[config.mk]
export PLATFORM = sky130hd
export DESIGN_NAME = alu_issue_sequencer
export DESIGN_NICKNAME = d
export VERILOG_FILES = /design/src/rtl/cpu_pkg.sv /design/src/rtl/alu_issue_sequencer.sv
export SDC_FILE = /design/constraint.sdc
export NUM_CORES = 1
export LEC_CHECK = 0
export BUFFER_PORTS_ARGS = -buffer_cell sky130_fd_sc_hd__buf_2
export CORE_MARGIN = 2
export CORE_UTILIZATION = 29
export DETAILED_ROUTE_END_ITERATION = 7
export GPL_TIMING_DRIVEN = 0
export HOLD_SLACK_MARGIN = 0.08
export PLACE_DENSITY_LB_ADDON = 0.1
export SETUP_SLACK_MARGIN = 0.1
export SKIP_LAST_GASP = 1
export SYNTH_ARGS = -nofsm -noshare
export SYNTH_HDL_FRONTEND = slang
export SYNTH_SLANG_ARGS = --single-unit
[constraint.sdc]
create_clock -name clk -period 1.85 [get_ports clk]
set_clock_uncertainty 0.05 [all_clocks]
set_input_delay 0.37 -clock clk [delete_from_list [all_inputs] [get_ports clk]]
set_output_delay 0.37 -clock clk [all_outputs]
set_load 0.01 [all_outputs]
[src/rtl/cpu_pkg.sv]
`timescale 1ns/1ps
// Shared definitions for the ALU operand path: opcode values, instruction field
// positions and the issue sequencer state encoding.
package cpu_pkg;

   localparam logic [2:0] ALU_ADD = 3'd0;
   localparam logic [2:0] ALU_SUB = 3'd1;
   localparam logic [2:0] ALU_AND = 3'd2;
   localparam logic [2:0] ALU_OR  = 3'd3;
   localparam logic [2:0] ALU_XOR = 3'd4;
   localparam logic [2:0] ALU_NOT = 3'd5;
   localparam logic [2:0] ALU_SHL = 3'd6;
   localparam logic [2:0] ALU_SHR = 3'd7;

   localparam int SEL_HI = 18;
   localparam int SEL_LO = 16;
   localparam int A_HI   = 15;
   localparam int A_LO   = 8;
   localparam int B_HI   = 7;
   localparam int B_LO   = 0;

   typedef enum logic [2:0] {
      IDLE  = 3'd0,
      FETCH = 3'd1,
      WAIT  = 3'd2,
      ISSUE = 3'd3,
      DONE  = 3'd4
   } seq_state_e;

endpackage

[src/rtl/alu_issue_sequencer.sv]
`timescale 1ns/1ps
// Walks a program in instruction memory and issues each split word to the ALU operand
// stage over valid/ready. Optional fetch parity check: define ALU_ISSUE_PARITY_EN.
module alu_issue_sequencer
   import cpu_pkg::*;
#(
   parameter int PC_W    = 8,
   parameter int INSTR_W = 19
) (
   input  logic               clk,
   input  logic               rst,
   input  logic               start,
   input  logic [PC_W-1:0]    prog_len,
   output logic               mem_req,
   output logic [PC_W-1:0]    mem_addr,
   input  logic [INSTR_W-1:0] mem_rdata,
   input  logic               mem_rvalid,
`ifdef ALU_ISSUE_PARITY_EN
   input  logic               mem_rpar,
   output logic               par_err,
`endif
   output logic               iss_valid,
   input  logic               iss_ready,
   output logic [2:0]         alu_sel,
   output logic [7:0]         a,
   output logic [7:0]         b,
   output logic               busy,
   output logic               done
);

   seq_state_e state_q, state_d;
   logic [PC_W-1:0] pc_q, pc_d;
   logic [PC_W-1:0] len_q, len_d;
   logic [PC_W-1:0] pc_inc;
   logic [2:0] sel_q, sel_d;
   logic [7:0] a_q, a_d;
   logic [7:0] b_q, b_d;
   logic word_ok;

   assign pc_inc = pc_q + 1'b1;

`ifdef ALU_ISSUE_PARITY_EN
   logic par_err_q, par_err_d;
   assign word_ok = (mem_rpar == ^mem_rdata);
`else
   assign word_ok = 1'b1;
`endif

   always_ff @(posedge clk or posedge rst) begin
      if (rst) begin
         state_q <= IDLE;
      end else begin
         state_q <= state_d;
      end
   end

   // A run ends after the transfer of the last word; a corrupt fetch aborts straight to DONE.
   always_comb begin
      state_d = state_q;
      case (state_q)
         IDLE:    if (start) state_d = (prog_len != '0) ? FETCH : DONE;
         FETCH:   state_d = WAIT;
         WAIT:    if (mem_rvalid) state_d = word_ok ? ISSUE : DONE;
         ISSUE:   if (iss_ready) state_d = (pc_inc == len_q) ? DONE : FETCH;
         DONE:    state_d = IDLE;
         default: state_d = IDLE;
      endcase
   end

   always_comb begin
      pc_d  = pc_q;
      len_d = len_q;
      sel_d = sel_q;
      a_d   = a_q;
      b_d   = b_q;
      if (state_q == IDLE && start) begin
         len_d = prog_len;
         pc_d  = '0;
      end
      if (state_q == WAIT && mem_rvalid && word_ok) begin
         sel_d = mem_rdata[SEL_HI:SEL_LO];
         a_d   = mem_rdata[A_HI:A_LO];
         b_d   = mem_rdata[B_HI:B_LO];
      end
      if (state_q == ISSUE && iss_ready) begin
         pc_d = pc_inc;
      end
   end

   always_ff @(posedge clk or posedge rst) begin
      if (rst) begin
         pc_q  <= '0;
         len_q <= '0;
         sel_q <= ALU_ADD;
         a_q   <= '0;
         b_q   <= '0;
      end else begin
         pc_q  <= pc_d;
         len_q <= len_d;
         sel_q <= sel_d;
         a_q   <= a_d;
         b_q   <= b_d;
      end
   end

`ifdef ALU_ISSUE_PARITY_EN
   // Sticky error flag, only cleared by the next accepted start.
   always_comb begin
      par_err_d = par_err_q;
      if (state_q == IDLE && start) begin
         par_err_d = 1'b0;
      end else if (state_q == WAIT && mem_rvalid && !word_ok) begin
         par_err_d = 1'b1;
      end
   end

   always_ff @(posedge clk or posedge rst) begin
      if (rst) begin
         par_err_q <= 1'b0;
      end else begin
         par_err_q <= par_err_d;
      end
   end

   assign par_err = par_err_q;
`endif

   always_comb begin
      mem_req   = (state_q == FETCH);
      mem_addr  = pc_q;
      iss_valid = (state_q == ISSUE);
      busy      = (state_q != IDLE);
      done      = (state_q == DONE);
      alu_sel   = sel_q;
      a         = a_q;
      b         = b_q;
   end

endmodule

==> metrics.md, run 1 <==
| Metric | Value |
|---|---|
| RSZ-0062 raised after global routing | yes |
| Routed via count | 1,533 |
| Slowest cell delay on critical path | 0.53 ns |
| Ports | 63 |
| CTS tree | yes |
| Final Hold Viols | 0 |
| Die height | 84.1 um |
| # diodes | 0 |
| Area share of the largest cell type after synthesis | 51.1% |
| Post-synthesis cell count | 157 |
| Die area | 7080 sq um |
| Max-cap violations | 0 |
| Ratio of final minimum period to clock period | 104% |
| Total power | 4060 uW |
| IO Port Bufs | 62 |
| Synthesized area per cell | 11.9 sq um |
| Failing checks | setup timing |
| Required @ worst endpoint | 1.97 ns |
| Residual DRC | 0 |
| Routability cong. | 0.756 |
| PwrDens | 1470 nW/um^2 |
| Number of global-route vias before repair | 1,571 |
| Site row count | 29 |
| Min setup slack post-route | -0.0719 ns |
| CP Class | flip-flop to flip-flop |
| Least-Margin Pin Slew | 0.821 ns |
| Number of DRC markers in iteration 0 | 77 |
| Worst-case clock buffer depth | 2 |
| Synth Register Bits | 38 |
| Outcome | complete, but fails checks |
| Area occupied by multi-input gates | 952 sq um |
| Share of layout cells above drive strength 1 | 59.7% |
| H-Tree Depth | 2 |
| Startpoint types | flip-flop |
| Fillers | 627 |
| CP Capture Type | flip-flop |
| Reg2Reg Launch Point | mem_addr[5]$_DFFE_PP0P_ |
| Peak supply drop | 0.657 mV |
| Largest net degree at the start of global routing | 39 |
| # clock sinks | 38 |
| GR Overflow Total | 0 |
| CORE AREA | 6280 sq um |
| Post-Syn Area | 1860 sq um |
| Slowest cell on crit path | or4b_1 |
| Critical Path Fanout Max | 5 |
| Final setup vio count | 1 |
| Sequential share of the synthesized area | 51.1% |
| Syn nets | 190 |
| CTS Hold Bufs | 0 |
| Vias per cell | 4.65 |
| Worst r2r path cells | 7 |
| Minimum clock period | 1.92 ns |
| Worst EP arrival | 2.04 ns |
| Critical path startpoint | mem_addr[5]$_DFFE_PP0P_ |
| Initial core utilization | 29.7% |
| Area delta synth->final | 48.1% |
| Ys Warns | 0 |
| Worst skew pair latency | 0.29 ns |
| Relative slew slack | 45.2% |
| Leak pwr | 0.00127 uW |
| Wire length of the first global-routing pass | 7650 um |
| Post-DP HPWL | 3190 um |
| Post-place setup slack | -0.123 ns |
| Netlist cell types | 42 |
| Total GRT Usage | 13.5% |
| Die width | 84.1 um |
| Detailed Route WL | 4540 um |
| Top area cells in the synthesized netlist | dfrtp_1, mux2_2, xnor2_1 |
| Initial antenna violation count | 0 |
| ANT nets after route | 0 |
| Hold Crit Class | input pin to async pin |
| Hold slack | 0.186 ns |
| Routed WL per cell | 13.8 um |
| Top cell by count, worst path | buf_4 |
| Nets@finish | 285 |
| Max Clk Rate | 520 MHz |
| Drt first pass iters | 4 |
| Critical path cell sequence | buf_6, buf_4, buf_4, nand2_1, a21oi_1, or4b_1, o31a_1 |
| CTS Buf Count | 5 |
| Clk root buf | clkbuf_8 |
| Core Util, Final | 43.9% |
| Clock-pin slew on the worst setup and hold paths | 0.08 ns |
| FF+latch area | 955 sq um |
| Yosys top cell by area | dfrtp_1 |
| Total negative slack | -0.0719 ns |
| Max-slew violation count | 0 |
## cell usage in the layout, fill, tap and decap left out, types with 3 or more instances in the layout
| master | instances |
|---|---|
| buf_4 | 20 |
| a21oi_1 | 3 |
| buf_6 | 11 |
| xor2_1 | 3 |
| nor2_1 | 6 |
| nor3b_1 | 3 |
| nand2_1 | 9 |
| dfrtp_2 | 3 |
| buf_2 | 61 |
| xnor2_1 | 5 |
| o21ai_1 | 8 |
| dfrtp_1 | 35 |
| mux2_4 | 8 |
| clkbuf_8 | 6 |
| nor2_4 | 4 |
| o41ai_1 | 3 |
| mux2_2 | 20 |
## power breakdown
part	internal, uW	switching [uW]	total [uW]
clock network	401	309	710
registers	1190	240	1430
logic	1100	820	1920
total	2690	1370	4060
## worst paths after layout
path / end / slack (ns)
worst max-delay path: state_q[0]$_DFFE_PP0P_ / -0.07
worst min-delay path: b[3]$_DFFE_PP0P_ / 0.19
worst max register to register: state_q[0]$_DFFE_PP0P_ / -0.07
worst min register to register: b[4]$_DFFE_PP0P_ / 0.46
max in group asynchronous: mem_addr[0]$_DFFE_PP0P_ / 0.99
min in group clk: b[6]$_DFFE_PP0P_ / 0.26
## layer usage
layer / up-vias / wire [um] / track usage, % / share of wire [%]
li1: 753 / - / - / -
met1: 744 / 2060 / 17.6 / 45
met2: 29 / 2240 / 21.9 / 49
met3: 7 / 170 / 3.17 / 3.7
met4: 0 / 65 / 4.69 / 1.4
met5: - / 0 / 0 / 0
## flip-flops by register name, indices dropped and copies added, names as in the netlist
name / count
alu_sel: 3
b: 8
mem_addr: 8
len_q: 8
state_q: 3
a: 8
## kinds of logic (layout without fill, tap and decap cells)
kind of cell,Yosys count,after routing,share of synthesized area (%)
adders and majority gates,1,1,0.672
AOI/OAI and AO/OA,26,26,9.07
DFF,38,38,51.1
xor gates and xnor gates,10,10,4.70
and+or+nand+nor,44,44,14.8
buffers and inverters,10,106,2.76
muxes,28,28,16.9
## Yosys cell counts
library cell,instances
dfrtp_1,38
mux2_2,27
nand2_1,9
nor2_1,9
o21ai_1,7
xnor2_1,7
a21oi_1,3
buf_4,3
clkbuf_1,3
nor3b_1,3
o21ai_0,3
o31ai_1,3
o41ai_1,3
or3_1,3
xor2_1,3
and3_1,2
buf_2,2
inv_1,2
nand3_1,2
nor2_4,2
or4_1,2
a211oi_1,1
a21o_1,1
a22o_1,1
a31oi_1,1
and2_1,1
and3b_1,1
ha_1,1
mux2_1,1
nand2_2,1
nand3_2,1
nand3_4,1
nand3b_1,1
nand4_1,1
nor2_2,1
nor2b_1,1
nor4bb_1,1
o21bai_1,1
o311ai_0,1
o31a_1,1
or4_4,1
or4b_1,1
## metrics by stage
stage                     cell area, sq um  instances
after detailed placement              2300        296
after global placement                2300        296
after floorplan                       1900        157
final                                 2760        330
after CTS                             2600        319
after global routing                  2760        330
## cell type report
type	count	area share, %
clock buffer	5	2.50
clock inverter	3	1.63
sequential	38	34.6
buffer	8	2.99
tap	77	3.49
inverter	2	0.272
multi-input combinational	109	34.5
timing repair buffer	88	20.0
## repair_timing
item	4_1_cts	5_1_grt
resized for setup	17	20
setup endpoints to repair	30	14
hold endpoints to repair	0	0
setup buffers	15	16
pin swaps	4	2
## worst max-delay path: cells and delay by family, from the launching register on
| kind | cells | cell delay [ns] |
|---|---|---|
| compound gates | 2 | 0.38 |
| simple gates | 2 | 0.58 |
| flops | 1 | 0.39 |
| buf+inv | 3 | 0.40 |
(Power assumes the default switching activity.)
==> run 2: changes to the inputs <==
--- a/config.mk
+++ b/config.mk
@@ -5,6 +5,7 @@
 export SDC_FILE = /design/constraint.sdc
 export NUM_CORES = 1
 export LEC_CHECK = 0
+export ABC_AREA = 1
 export BUFFER_PORTS_ARGS = -buffer_cell sky130_fd_sc_hd__buf_2
 export CORE_MARGIN = 2
 export CORE_UTILIZATION = 29
@@ -14,6 +15,7 @@
 export PLACE_DENSITY_LB_ADDON = 0.1
 export SETUP_SLACK_MARGIN = 0.1
 export SKIP_LAST_GASP = 1
+export SLEW_MARGIN = 25
 export SYNTH_ARGS = -nofsm -noshare
 export SYNTH_HDL_FRONTEND = slang
 export SYNTH_SLANG_ARGS = --single-unit
==> run 2 against run 1 <==
Against the previous run:
- the flow now finishes without violations
- cell count up 11%
- sequential cell count unchanged
- count of clock-buffer cells in the layout unchanged
- largest cell class unchanged
- largest power group unchanged
- highest routed layer unchanged
==> metrics.md, run 2 <==
| Metric | Value |
|---|---|
| Die area | 7210 sq um |
| Fillers | 675 |
| Minimum clock period | 1.66 ns |
| Post-synth EDFFs | 0 |
| Combinational power share | 43.7% |
| # diodes | 0 |
| Site row count | 29 |
| Die height | 84.9 um |
| H-Tree Depth | 2 |
| Slowest cell delay on critical path | 0.40 ns |
| NetSw | 1340 uW |
| Ys Warns | 0 |
| Commonest cells after routing, fill and taps aside | buf_2, nand2_1, dfrtp_1 |
| PwrDens | 1420 nW/um^2 |
| Most common cell after layout, fill and taps aside | buf_2 |
| Buffers and inverters on the worst path | 3 |
| Peak supply drop | 0.597 mV |
| Outcome | finished, final reports clean |
| Post-synthesis cell count | 214 |
| Wire length of the first global-routing pass | 7390 um |
| CORE AREA | 6350 sq um |
| Reg2reg setup slack | 0.21 ns |
| Max-slew violation count | 0 |
| GR Overflow Total | 0 |
| Detailed Route WL | 4370 um |
| Critical path startpoint | state_q[2]$_DFFE_PP0P_ |
| CP Class | flip-flop to output port |
| Ports | 63 |
| Required @ worst endpoint | 1.43 ns |
| IO Port Bufs | 62 |
| Post-DP HPWL | 3400 um |
| Top_reg_cell synth | dfrtp_1 |
| Die width | 84.9 um |
| Slowest cell on crit path | dfrtp_1 |
| Final Instance Count excl. Fillers | 365 |
| Sequential share of the synthesized area | 50.1% |
| Routed via count | 1,649 |
| Yosys top cell by area | dfrtp_1 |
| Final Hold Viols | 0 |
| Total GRT Usage | 12.9% |
| # clock sinks | 38 |
| Worst EP arrival | 1.24 ns |
| Share of layout cells above drive strength 1 | 39.2% |
| DR top layer | met4 |
| Largest net degree at the start of global routing | 31 |
| Worst-case clock buffer depth | 2 |
| Reg2Reg Launch Point | mem_addr[0]$_DFFE_PP0P_ |
| Max Clk Rate | 603 MHz |
| Placed cells | 354 |
| RSZ-0062 raised after global routing | yes |
| CTS tree | yes |
| Sw Share | 38.4% |
| ANT nets after route | 0 |
| Number of DRC markers in iteration 0 | 64 |
| Top area cells in the synthesized netlist | dfrtp_1, mux2_2, nand2_1 |
| Count leader, synth | nand2_1 |
| Synth Register Bits | 38 |
| Clk root buf | clkbuf_8 |
| Area delta synth->final | 29.4% |
| CTS Buf Count | 5 |
| Routed WL per cell | 12.0 um |
| Relative slew slack | 75.8% |
| Vias per cell | 4.52 |
| Core Util, Final | 38.7% |
| Number of global-route vias before repair | 1,674 |
| Leak pwr | 0.00130 uW |
| Post-Syn Area | 1900 sq um |
| Max-cap violations | 0 |
| Synth cell count leaders | nand2_1, dfrtp_1, inv_1 |
| Ratio of final minimum period to clock period | 89.7% |
| Final setup vio count | 0 |
| Drt first pass iters | 4 |
| Area share of the largest cell type after synthesis | 50.1% |
| Synthesized area per cell | 8.87 sq um |
| Async set or reset register ratio after synthesis | 100% |
| Critical path cell sequence | nor2_1, inv_1, nor2_1, inv_1, buf_2 |
| Clock-pin slew on the worst setup and hold paths | 0.08 ns |
| Startpoint types | flip-flop |
| Seq pwr share | 39.8% |
| Residual DRC | 0 |
| Clk network pwr share | 16.5% |
| Routability cong. | 0.744 |
| Critical Path Fanout Max | 3 |
| Initial antenna violation count | 0 |
| Met1 wire length | 1930 um |
| Wire length on met2 | 2090 um |
| CP Capture Type | output port |
| Netlist cell types | 25 |
| Nets@finish | 320 |
| Least-Margin Pin Slew | 0.362 ns |
| Hold path startpoint | mem_rdata[6] |
| Syn nets | 247 |
| Int Pwr | 2140 uW |
| Initial core utilization | 29.9% |
| Worst path top cell family by delay | flip-flops |
| Met3 wire length | 299 um |
| Hold Crit Class | input pin to flip-flop |
| Worst skew pair latency | 0.29 ns |
## run 2: cell count changes after synthesis, sizes merged, moves of 4 or more
cell,change
nor2,+7
buf,-4
inv,+30
o21ai,+4
xnor2,-6
mux2,-9
o22ai,+4
nand4,+4
nand3,+18
nand2,+42
## run 2: per-layer routing
layer | global-route usage [%] | vias to the layer above
li1 | - | 842
met1 | 15.8 | 754
met2 | 21.9 | 48
met3 | 4.38 | 5
met4 | 3.03 | 0
met5 | 0 | -
## run 2: final cells by class
type | instances | area [sq um] | area share, %
clock buffer | 5 | 68.8 | 2.80
clock inverter | 3 | 21.3 | 0.866
tap | 77 | 96.3 | 3.92
timing repair buffer | 66 | 355 | 14.5
multi-input combinational | 142 | 825 | 33.6
inverter | 32 | 120 | 4.89
sequential | 38 | 953 | 38.8
buffer | 2 | 16.3 | 0.662
## run 2: worst reg2reg max path, cell delays in order (launching register included)
cell	delay [ns]
dfrtp_2	0.37
ha_2	0.22
nand2_2	0.09
nor2_2	0.15
nand3_1	0.09
nand3_1	0.09
nand2_1	0.06
nor2_2	0.13
nand3_1	0.08
nand2_1	0.07
nand2_1	0.05
nand2_1	0.05
nand2_1	0.04
## run 2: timing repair
action / 4_1_cts / 5_1_grt
hold endpoints to repair: 8 / 0
hold buffers: 1 / 0
resized for setup: 2 / 8
pin swaps: 1 / 1
setup buffers: 2 / 0
setup endpoints to repair: 2 / 19
## run 2: power by group through the flow
| stage | clock, uW | sequential, uW | combinational, uW |
|---|---|---|---|
| floorplan | 0 | 1500 | 871 |
| finish | 575 | 1380 | 1520 |
| CTS | 599 | 1380 | 1530 |
| global placement | 0 | 1400 | 1470 |
| global route | 645 | 1430 | 1730 |
| detailed placement | 0 | 1410 | 1480 |
## run 2: cell families after synthesis
| kind of cell | Yosys count | synth area share, % |
|---|---|---|
| and+or+nand+nor | 100 | 24.3 |
| DFF | 38 | 50.1 |
| buffers and inverters | 34 | 7.12 |
| AOI/OAI and AO/OA | 20 | 5.67 |
| muxes | 19 | 11.3 |
| xor gates and xnor gates | 2 | 0.923 |
| adders and majority gates | 1 | 0.659 |
## run 2: path summary, 6_finish.rpt
| check | endpoint | depth (start not counted) |
|---|---|---|
| max in group asynchronous | mem_addr[3]$_DFFE_PP0P_ | 4 |
| min reg2reg | len_q[3]$_DFFE_PP0P_ | 2 |
| max | busy | 5 |
| max reg2reg | state_q[0]$_DFFE_PP0P_ | 12 |
| min | b[6]$_DFFE_PP0P_ | 2 |
| min in group asynchronous | mem_addr[1]$_DFFE_PP0P_ | 3 |
## run 2: stage by stage
stage	setup TNS (ns)	hold slack (ns)	setup slack, ns	area [sq um]	power [uW]
3_3_place_gp	-3.96	0.424	-0.106	2300	2870
4_1_cts	0	0.248	0.131	2440	3510
6_report	0	0.256	0.191	2460	3480
5_1_grt	0	0.240	0.0291	2460	3800
3_5_place_dp	-0.00234	0.263	-0.00234	2320	2890
2_1_floorplan	0	0.403	0.177	1900	2370
